## config.mk

```make
export PLATFORM = sky130hd
export DESIGN_NAME = multi_edge_detector
export DESIGN_NICKNAME = d
export VERILOG_FILES = /design/src/rtl/multi_edge_detector.sv
export SDC_FILE = /design/constraint.sdc
export NUM_CORES = 1
export LEC_CHECK = 0
export ABC_AREA = 1
export CAP_MARGIN = 20
export CORE_ASPECT_RATIO = 1.25
export CORE_MARGIN = 4
export CORE_UTILIZATION = 45
export DETAILED_ROUTE_END_ITERATION = 16
export GPL_TIMING_DRIVEN = 0
export PLACE_DENSITY = 0.77
export SLEW_MARGIN = 10
export SYNTH_ARGS = -nofsm -noshare
export SYNTH_HDL_FRONTEND = slang
export SYNTH_SLANG_ARGS = --single-unit
```

## constraint.sdc

```tcl
create_clock -name clk -period 1.2 [get_ports clk]
set_input_delay 0.12 -clock clk [delete_from_list [all_inputs] [get_ports clk]]
set_output_delay 0.12 -clock clk [all_outputs]
set_load 0.03 [all_outputs]
```

## src/rtl/multi_edge_detector.sv

```systemverilog
// Multi-channel edge detector: synchroniser chain, per-channel rise/fall/both pulse,
// saturating event counters. Define MULTI_EDGE_STICKY_EN to add sticky status and irq.
module multi_edge_detector #(
   parameter int WIDTH       = 4,
   parameter int SYNC_STAGES = 2,
   parameter int CNT_W       = 8
) (
   input  logic                     clk,
   input  logic                     reset,
   input  logic [WIDTH-1:0]         data_in,
   input  logic [2*WIDTH-1:0]       mode,
   input  logic [WIDTH-1:0]         cnt_clr,
   output logic [WIDTH-1:0]         level_sync,
   output logic [WIDTH-1:0]         edge_pulse,
   output logic [WIDTH*CNT_W-1:0]   edge_count
`ifdef MULTI_EDGE_STICKY_EN
   ,
   input  logic [WIDTH-1:0]         status_clr,
   output logic [WIDTH-1:0]         status,
   output logic                     irq
`endif
);

   localparam int                  MASK_W    = $clog2(SYNC_STAGES + 2);
   localparam logic [MASK_W-1:0]   MASK_DONE = MASK_W'(SYNC_STAGES + 1);
   localparam logic [CNT_W-1:0]    CNT_MAX   = '1;

   logic [SYNC_STAGES-1:0][WIDTH-1:0] sync_q, sync_d;
   logic [WIDTH-1:0]                  hist_q, hist_d;
   logic [MASK_W-1:0]                 mask_cnt_q, mask_cnt_d;
   logic [WIDTH-1:0][CNT_W-1:0]       cnt_q, cnt_d;
   logic                              mask_active;
   logic [WIDTH-1:0]                  rise, fall, pulse;

   always_comb begin
      sync_d    = sync_q;
      sync_d[0] = data_in;
      for (int k = 1; k < SYNC_STAGES; k++) begin
         sync_d[k] = sync_q[k-1];
      end
      hist_d = sync_q[SYNC_STAGES-1];
   end

   // The mask covers the chain fill after reset so a level held through reset never pulses.
   always_comb begin
      mask_active = (mask_cnt_q != MASK_DONE);
      mask_cnt_d  = mask_cnt_q;
      if (mask_active) begin
         mask_cnt_d = mask_cnt_q + MASK_W'(1);
      end
   end

   always_comb begin
      rise  = sync_q[SYNC_STAGES-1] & ~hist_q;
      fall  = ~sync_q[SYNC_STAGES-1] & hist_q;
      pulse = '0;
      for (int i = 0; i < WIDTH; i++) begin
         pulse[i] = (mode[2*i] & rise[i]) | (mode[2*i+1] & fall[i]);
      end
      if (mask_active) begin
         pulse = '0;
      end
   end

   // A clear coinciding with a pulse keeps that pulse as the first new event.
   always_comb begin
      cnt_d = cnt_q;
      for (int i = 0; i < WIDTH; i++) begin
         if (cnt_clr[i]) begin
            cnt_d[i] = CNT_W'(pulse[i]);
         end else if (pulse[i] && (cnt_q[i] != CNT_MAX)) begin
            cnt_d[i] = cnt_q[i] + CNT_W'(1);
         end
      end
   end

   always_ff @(posedge clk) begin
      if (reset) begin
         sync_q     <= '0;
         hist_q     <= '0;
         mask_cnt_q <= '0;
         cnt_q      <= '0;
      end else begin
         sync_q     <= sync_d;
         hist_q     <= hist_d;
         mask_cnt_q <= mask_cnt_d;
         cnt_q      <= cnt_d;
      end
   end

   assign level_sync = sync_q[SYNC_STAGES-1];
   assign edge_pulse = pulse;
   assign edge_count = cnt_q;

`ifdef MULTI_EDGE_STICKY_EN
   logic [WIDTH-1:0] status_q, status_d;
   logic             irq_q, irq_d;

   // Set wins over a same-cycle clear; irq tracks the next status value.
   always_comb begin
      status_d = (status_q & ~status_clr) | pulse;
      irq_d    = |status_d;
   end

   always_ff @(posedge clk) begin
      if (reset) begin
         status_q <= '0;
         irq_q    <= 1'b0;
      end else begin
         status_q <= status_d;
         irq_q    <= irq_d;
      end
   end

   assign status = status_q;
   assign irq    = irq_q;
`endif

endmodule

```

* Yosys cells after proc, flatten, opt, wreduce, memory -nomap -nowiden
Index checks and enable logic that the tools add are counted.
Word-level totals: input bits 18, register bits after elaboration 46, logic and storage cells 59, output and inout bits 40
Cells by class: add/sub/neg operators 5, equality and inequality tests 5, bitwise logic cells 16, reductions and logical operators 12, multiplexer cells 9
Operators with widths (number):
- adder 8 x 1 -> 8 bit, second input constant | 4
- inequality test 8 bit, second input constant | 4
- AND 1 bit | 8
- AND 4 bit | 2
- 2-to-1 mux 1 bit | 8
- NOT 4 bit | 2
- nonzero test 2 bit | 4
- OR reduction 2 bit | 4
- logical AND 1 bit | 4
- 2-to-1 mux 4 bit | 1
- bitwise OR 1 bit | 4
- adder 2 x 1 -> 2 bit, second input constant | 1
- inequality test 2 bit, second input constant | 1

* Depth between registers and ports, before layout
Gate-level depths: netlist of the first run.
depth after elaboration 8, mapped depth 9, depth with buffers taken out 9

* Worst setup path before layout of the first run
No wires, ideal clock.
kind register -> register, from register cnt_q, in the netlist edge_count[9], to register cnt_q, in the netlist edge_count[8], setup time 0.115 ns, buffers on the path 0, required time 1.085 ns, arrival 1.373 ns, stages on the path, launching flop included 9, slack -0.289 ns, period minus slack after synthesis 1.489 ns, cells stage by stage dfxtp_1 -> ha_1 -> nand2_2 -> nor2_4 -> nand2_2 -> nor2_4 -> nand2_1 -> a21oi_1 -> nor2_1
On the way: cells in the longest elaborated chain, start to end 3
Ends and longest elaborated chain:
- from (decl) | RTL line 31 | logic [WIDTH-1:0][CNT_W-1:0] cnt_q, cnt_d;
- from (signal assigned) | RTL line 87 | cnt_q <= cnt_d;
- inequality test 8 bit | RTL line 71 | end else if (pulse[i] && (cnt_q[i] != CNT_MAX)) begin
- logical AND 1 bit | RTL line 71
- nonzero test 2 bit (no source line)
Every way passes these cells. A chain may end at the register's enable or synchronous reset.

* Final worst setup path of the first run
from register sync_q, in the netlist level_sync[0], to output edge_pulse[0]
On the way: cells in the longest elaborated chain, start to end 5, elaborated cells between the ends (all ways) 7, those cells by class mux: 1; bitwise: 6
Ends and longest elaborated chain:
- from (decl) | RTL line 28 | logic [SYNC_STAGES-1:0][WIDTH-1:0] sync_q, sync_d;
- from (signal assigned) | RTL line 84 | sync_q <= sync_d;
- NOT 4 bit | RTL line 55 | fall = ~sync_q[SYNC_STAGES-1] & hist_q;
- AND 4 bit | RTL line 55
- AND 1 bit | RTL line 58 | pulse[i] = (mode[2*i] & rise[i]) | (mode[2*i+1] & fall[i]);
- bitwise OR 1 bit * | RTL line 58
- 2-to-1 mux 4 bit * | RTL line 60 | if (mask_active) begin
- to (decl) | RTL line 14 | output logic [WIDTH-1:0] edge_pulse,
Every way passes the cells marked *; elsewhere a longest branch is shown, timed or not.

==> results, run 1 <==
- The worst path in the final design needs a cycle of 1.31 ns, including I/O delays and setup.
- The die covers 6520 um2.
- The number of max-slew violations in the final report is 0.
- For this run, the number of standard cells in the final layout without fillers is 511.
- The count of inserted antenna diode cells is 0.
- The setup slack of the critical path after layout is -0.113 ns.
- The detail route stage leaves a number of antenna-violating nets equal to 0.
- The power share of the sequential group is 0.552.
- Of the total power, the share spent switching nets is 0.256.
- The critical register-to-register path startpoint is mask_cnt_q[1].
- The ratio of routed vias to standard cells is 4.95.
- The count of cells along the worst register-to-register path is 6.
- The first-pass iteration count of the detailed router is 4.
- Max-cap violations in this run came to 0.
- Headroom to the max-slew limit came out at 0.703.
- The first-pass GRT wire length is 10200 um.
- Wires add up to 6760 um.
- The most critical setup path has its startpoint at level_sync[0].
- In this run the worst setup path terminates at edge_pulse[0].
- The clock network fraction of total power is 0.316.
- VDD sags by at most 508 uV.
- In this run the count of I/O pins placed on the die edge is 58.
- The leakage power of the design is 1.72 nW.
- The clock sink count is 46.
- The number of placement rows is 29.
- The design draws 2.87 mW.
- The worst register-to-register path ends at edge_count[18].
- After the last flow step, the layout net total stands at 472.
- The critical path capture point type is an output port.
- The clock tree root buffer cell is sky130_fd_sc_hd__clkbuf_8.
- The number of setup violations in the final report is 35.
- The initial core utilization is 0.465.
- TritonCTS built the clock tree.
- The share of synthesized area in the top cell type comes to 0.387.
- The total routed wire length on the met1 layer is 2760 um.
- In this run the horizontal extent of the chip is 73.0 um.
- Prior to clock tree synthesis, the placed netlist has a worst setup slack of -0.521 ns.
- The setup path with the least slack is of type reg2out.
- The internal power summed over all cells is 2.14 mW.
- Wire segments on met2 add up to 3630 um in the final route.
- Clock-pin slew was measured on the worst setup and hold paths at 0.08 ns.
- The sequential cell area fraction in the yosys report is 0.387.
- The routability congestion estimate is 0.806.
- The clock reaches the later pin of the worst-skew pair after 0.30 ns.
- The post-route clock period utilization is 1.09.
- In this run the power density over the cells is 768 nW/um2.
- The fraction of layout cells with a size suffix above 1 is 0.432.
- Hold is met by 0.113 ns.
- The core box area is 5120 um2.
- By count the netlist is led by sky130_fd_sc_hd__nand2_1 (114), sky130_fd_sc_hd__inv_1 (50), sky130_fd_sc_hd__dfxtp_1 (46).
- Buffers inserted to repair hold after CTS numbered 0.
- The Yosys step of the flow raised 0 warnings.
- The clock tree synthesis step divided the H-tree into 2 levels.
- By area the synthesized netlist is led by sky130_fd_sc_hd__dfxtp_1 (39%), sky130_fd_sc_hd__nand2_1 (18%), sky130_fd_sc_hd__inv_1 (7.9%).
- The biggest area consumer among synthesized cells is sky130_fd_sc_hd__dfxtp_1.
- Data on the critical path arrives at its endpoint at 1.19 ns.
- The primary flip-flop cell chosen by synthesis mapping is sky130_fd_sc_hd__dfxtp_1.
- The synthesized flop and latch total is 46.
- Yosys mapped a number of flops with a built-in enable equal to 0.
- The mean cell area of the mapped netlist is 6.72 um2.
- Summed over all nets, the switching power comes to 0.737 mW.
- For this run, the slowest stage of the critical path takes 0.35 ns.
- The CTS buffer count is 5.
- The maximum clock skew at final layout is 0.00409 ns.
- The fraction of registers with async set/reset is 0.
- Walking the worst path, the cells encountered are inv_2, nor2_1, nand2_1, nand2_2, nand2_4, inv_4, buf_6.
- The total track usage is 0.194.
- The routed length per instance is 13.2 um.
- The number of different library cells in the post-synthesis netlist is 24.
- After global routing the overflow that remains totals 0.
- The maximum operating frequency is 762 MHz.
- The post-synthesis to final-layout area growth is 57.3%.
- The number of hold violations in the final report is 0.
- The via count of the first global-routing pass came to 2317.
- Once layout is complete, the utilization of the core stands at 0.732.
- In the post-synthesis netlist, the cell with the most instances is sky130_fd_sc_hd__nand2_1.
- The clock passes through at most 2 buffers.
- The overall via count from detail_route is 2531.
- In this run the worst path has a maximum fanout of 3.
- Wire segments on met3 add up to 275 um in the final route.
- Setup repair after global routing could not meet its margin everywhere.
- The mapped cell area is 2380 um2.
- Once placement completed, the tool counted placed cells totaling 472.
- At the pin with the least slew margin, the transition time is 0.446 ns.
- The run finished, with violations left.
- The die is 89.3 um tall.
- For the worst setup path, the data required time is 1.08 ns.
- The number of DRC violations after detailed routing is 0.
- The worst min-delay path class is in2reg.
- The cell with the biggest individual delay on the critical path is sky130_fd_sc_hd__dfxtp_4.
- The maximum number of pins on one net before global-route repair is 13.
- Of the total power, combinational logic draws 0.132.
- The synthesized netlist net count is 377.
- The category of the worst setup path launch point is a flip-flop.
- The number of cells traversed by the worst hold path is 2.
- The internal reg-to-reg setup slack is -0.10 ns.
- Routed signal wires occupy layers up through met4.
- The number of port buffers is 56.
- The estimated wirelength of the detail-placed design is 3990 um.
- The gate count of the mapped netlist is 354.
- After the first detailed-routing iteration, the DRC count stood at 91.
- The number of antenna violations at the first check in global routing is 0.
- The final reports fail on setup timing.
[per-stage QoR]
| step | cell area [um2] | setup TNS [ns] |
|---|---|---|
| floorplan | 2500 | -0.354 |
| global placement | 3140 | -6.83 |
| detailed placement | 3140 | -7.08 |
| CTS | 3490 | -1.63 |
| global route | 3740 | -4.64 |
| finish | 3740 | -1.91 |
[per-layer routing]
metal | GRT usage | vias up
met5 | 0 | -
met4 | 0.0621 | 0
met3 | 0.0371 | 11
met2 | 0.338 | 48
met1 | 0.240 | 1183
li1 | - | 1289
[state kept, by name, summed over array words and instances (netlist names)]
name and cells:
edge_count 32, hist_q 4, level_sync 4, mask_cnt_q 2, sync_d 4
[how the worst min path moves through the flow]
stage	endpoint	startpoint	slack [ns]
2_1_floorplan	sync_d[4]	data_in[0]	0.23
3_3_place_gp	level_sync[0]	sync_d[4]	0.38
3_5_place_dp	level_sync[0]	sync_d[4]	0.39
4_1_cts	level_sync[1]	reset	0.12
5_1_grt	edge_count[24]	reset	0.12
6_report	edge_count[24]	reset	0.11
[cell usage in the layout, fill, tap and decap left out, drive strengths merged]
master and instances:
nand2 120, inv 52, dfxtp 46, nor2 42, buf 42, a21oi 31, nand3 23, clkdlybuf4s15 18
clkbuf 18, clkdlybuf4s50 16, xor2 9, o21ai 9, nand3b 6, ha 5, nand4 4, xnor2 4
dlygate4sd2 2, or2 1, clkdlybuf4s18 1
[power groups by stage]
| stage | registers [mW] | logic (mW) | clock network, mW |
|---|---|---|---|
| 2_1_floorplan | 1.62 | 0.133 | 0 |
| 3_3_place_gp | 1.61 | 0.259 | 0 |
| 3_5_place_dp | 1.61 | 0.265 | 0 |
| 4_1_cts | 1.59 | 0.346 | 0.937 |
| 5_1_grt | 1.59 | 0.412 | 1.00 |
| 6_report | 1.59 | 0.380 | 0.908 |
[layout make-up]
cell class / instances / area [um2]
Tap cell: 62 / 77.6
Sequential cell: 46 / 986
Fill cell: 404 / 1370
Buffer: 2 / 8.76
Timing Repair Buffer: 88 / 762
Inverter: 52 / 215
Multi-Input combinational cell: 254 / 1620
Clock buffer: 7 / 76.3
[what timing repair did]
action / in CTS / in global routing
setup buffers: 17 / 16
setup endpoints to repair: 70 / 57
pin swaps: 28 / 45
gates resized for setup: 135 / 98
cloned: 1 / 0
[worst max-delay path, delay by kind of cell, from the launching register on]
family,cells,cell delay (ns)
flip-flops,1,0.35
buffers and inverters,3,0.23
AND/OR/NAND/NOR,4,0.32
[kinds of logic after synthesis]
group	share of synthesized area
flip-flops	0.387
adder cells (fa/ha/maj)	0.0263
buffers and inverters	0.0889
AO/OA/AOI/OAI	0.0857
AND/OR/NAND/NOR	0.364
XOR/XNOR	0.0478
Power figures use the tool's default switching activity.
==> run 2, diff against run 1 <==
--- a/config.mk
+++ b/config.mk
@@ -6,7 +6,7 @@
 export NUM_CORES = 1
 export LEC_CHECK = 0
 export ABC_AREA = 1
-export CAP_MARGIN = 20
+export CAP_MARGIN = 15
 export CORE_ASPECT_RATIO = 1.25
 export CORE_MARGIN = 4
 export CORE_UTILIZATION = 45
==> results of run 2 <==
Final layout, timing and power as in run 1 (identical DEF).
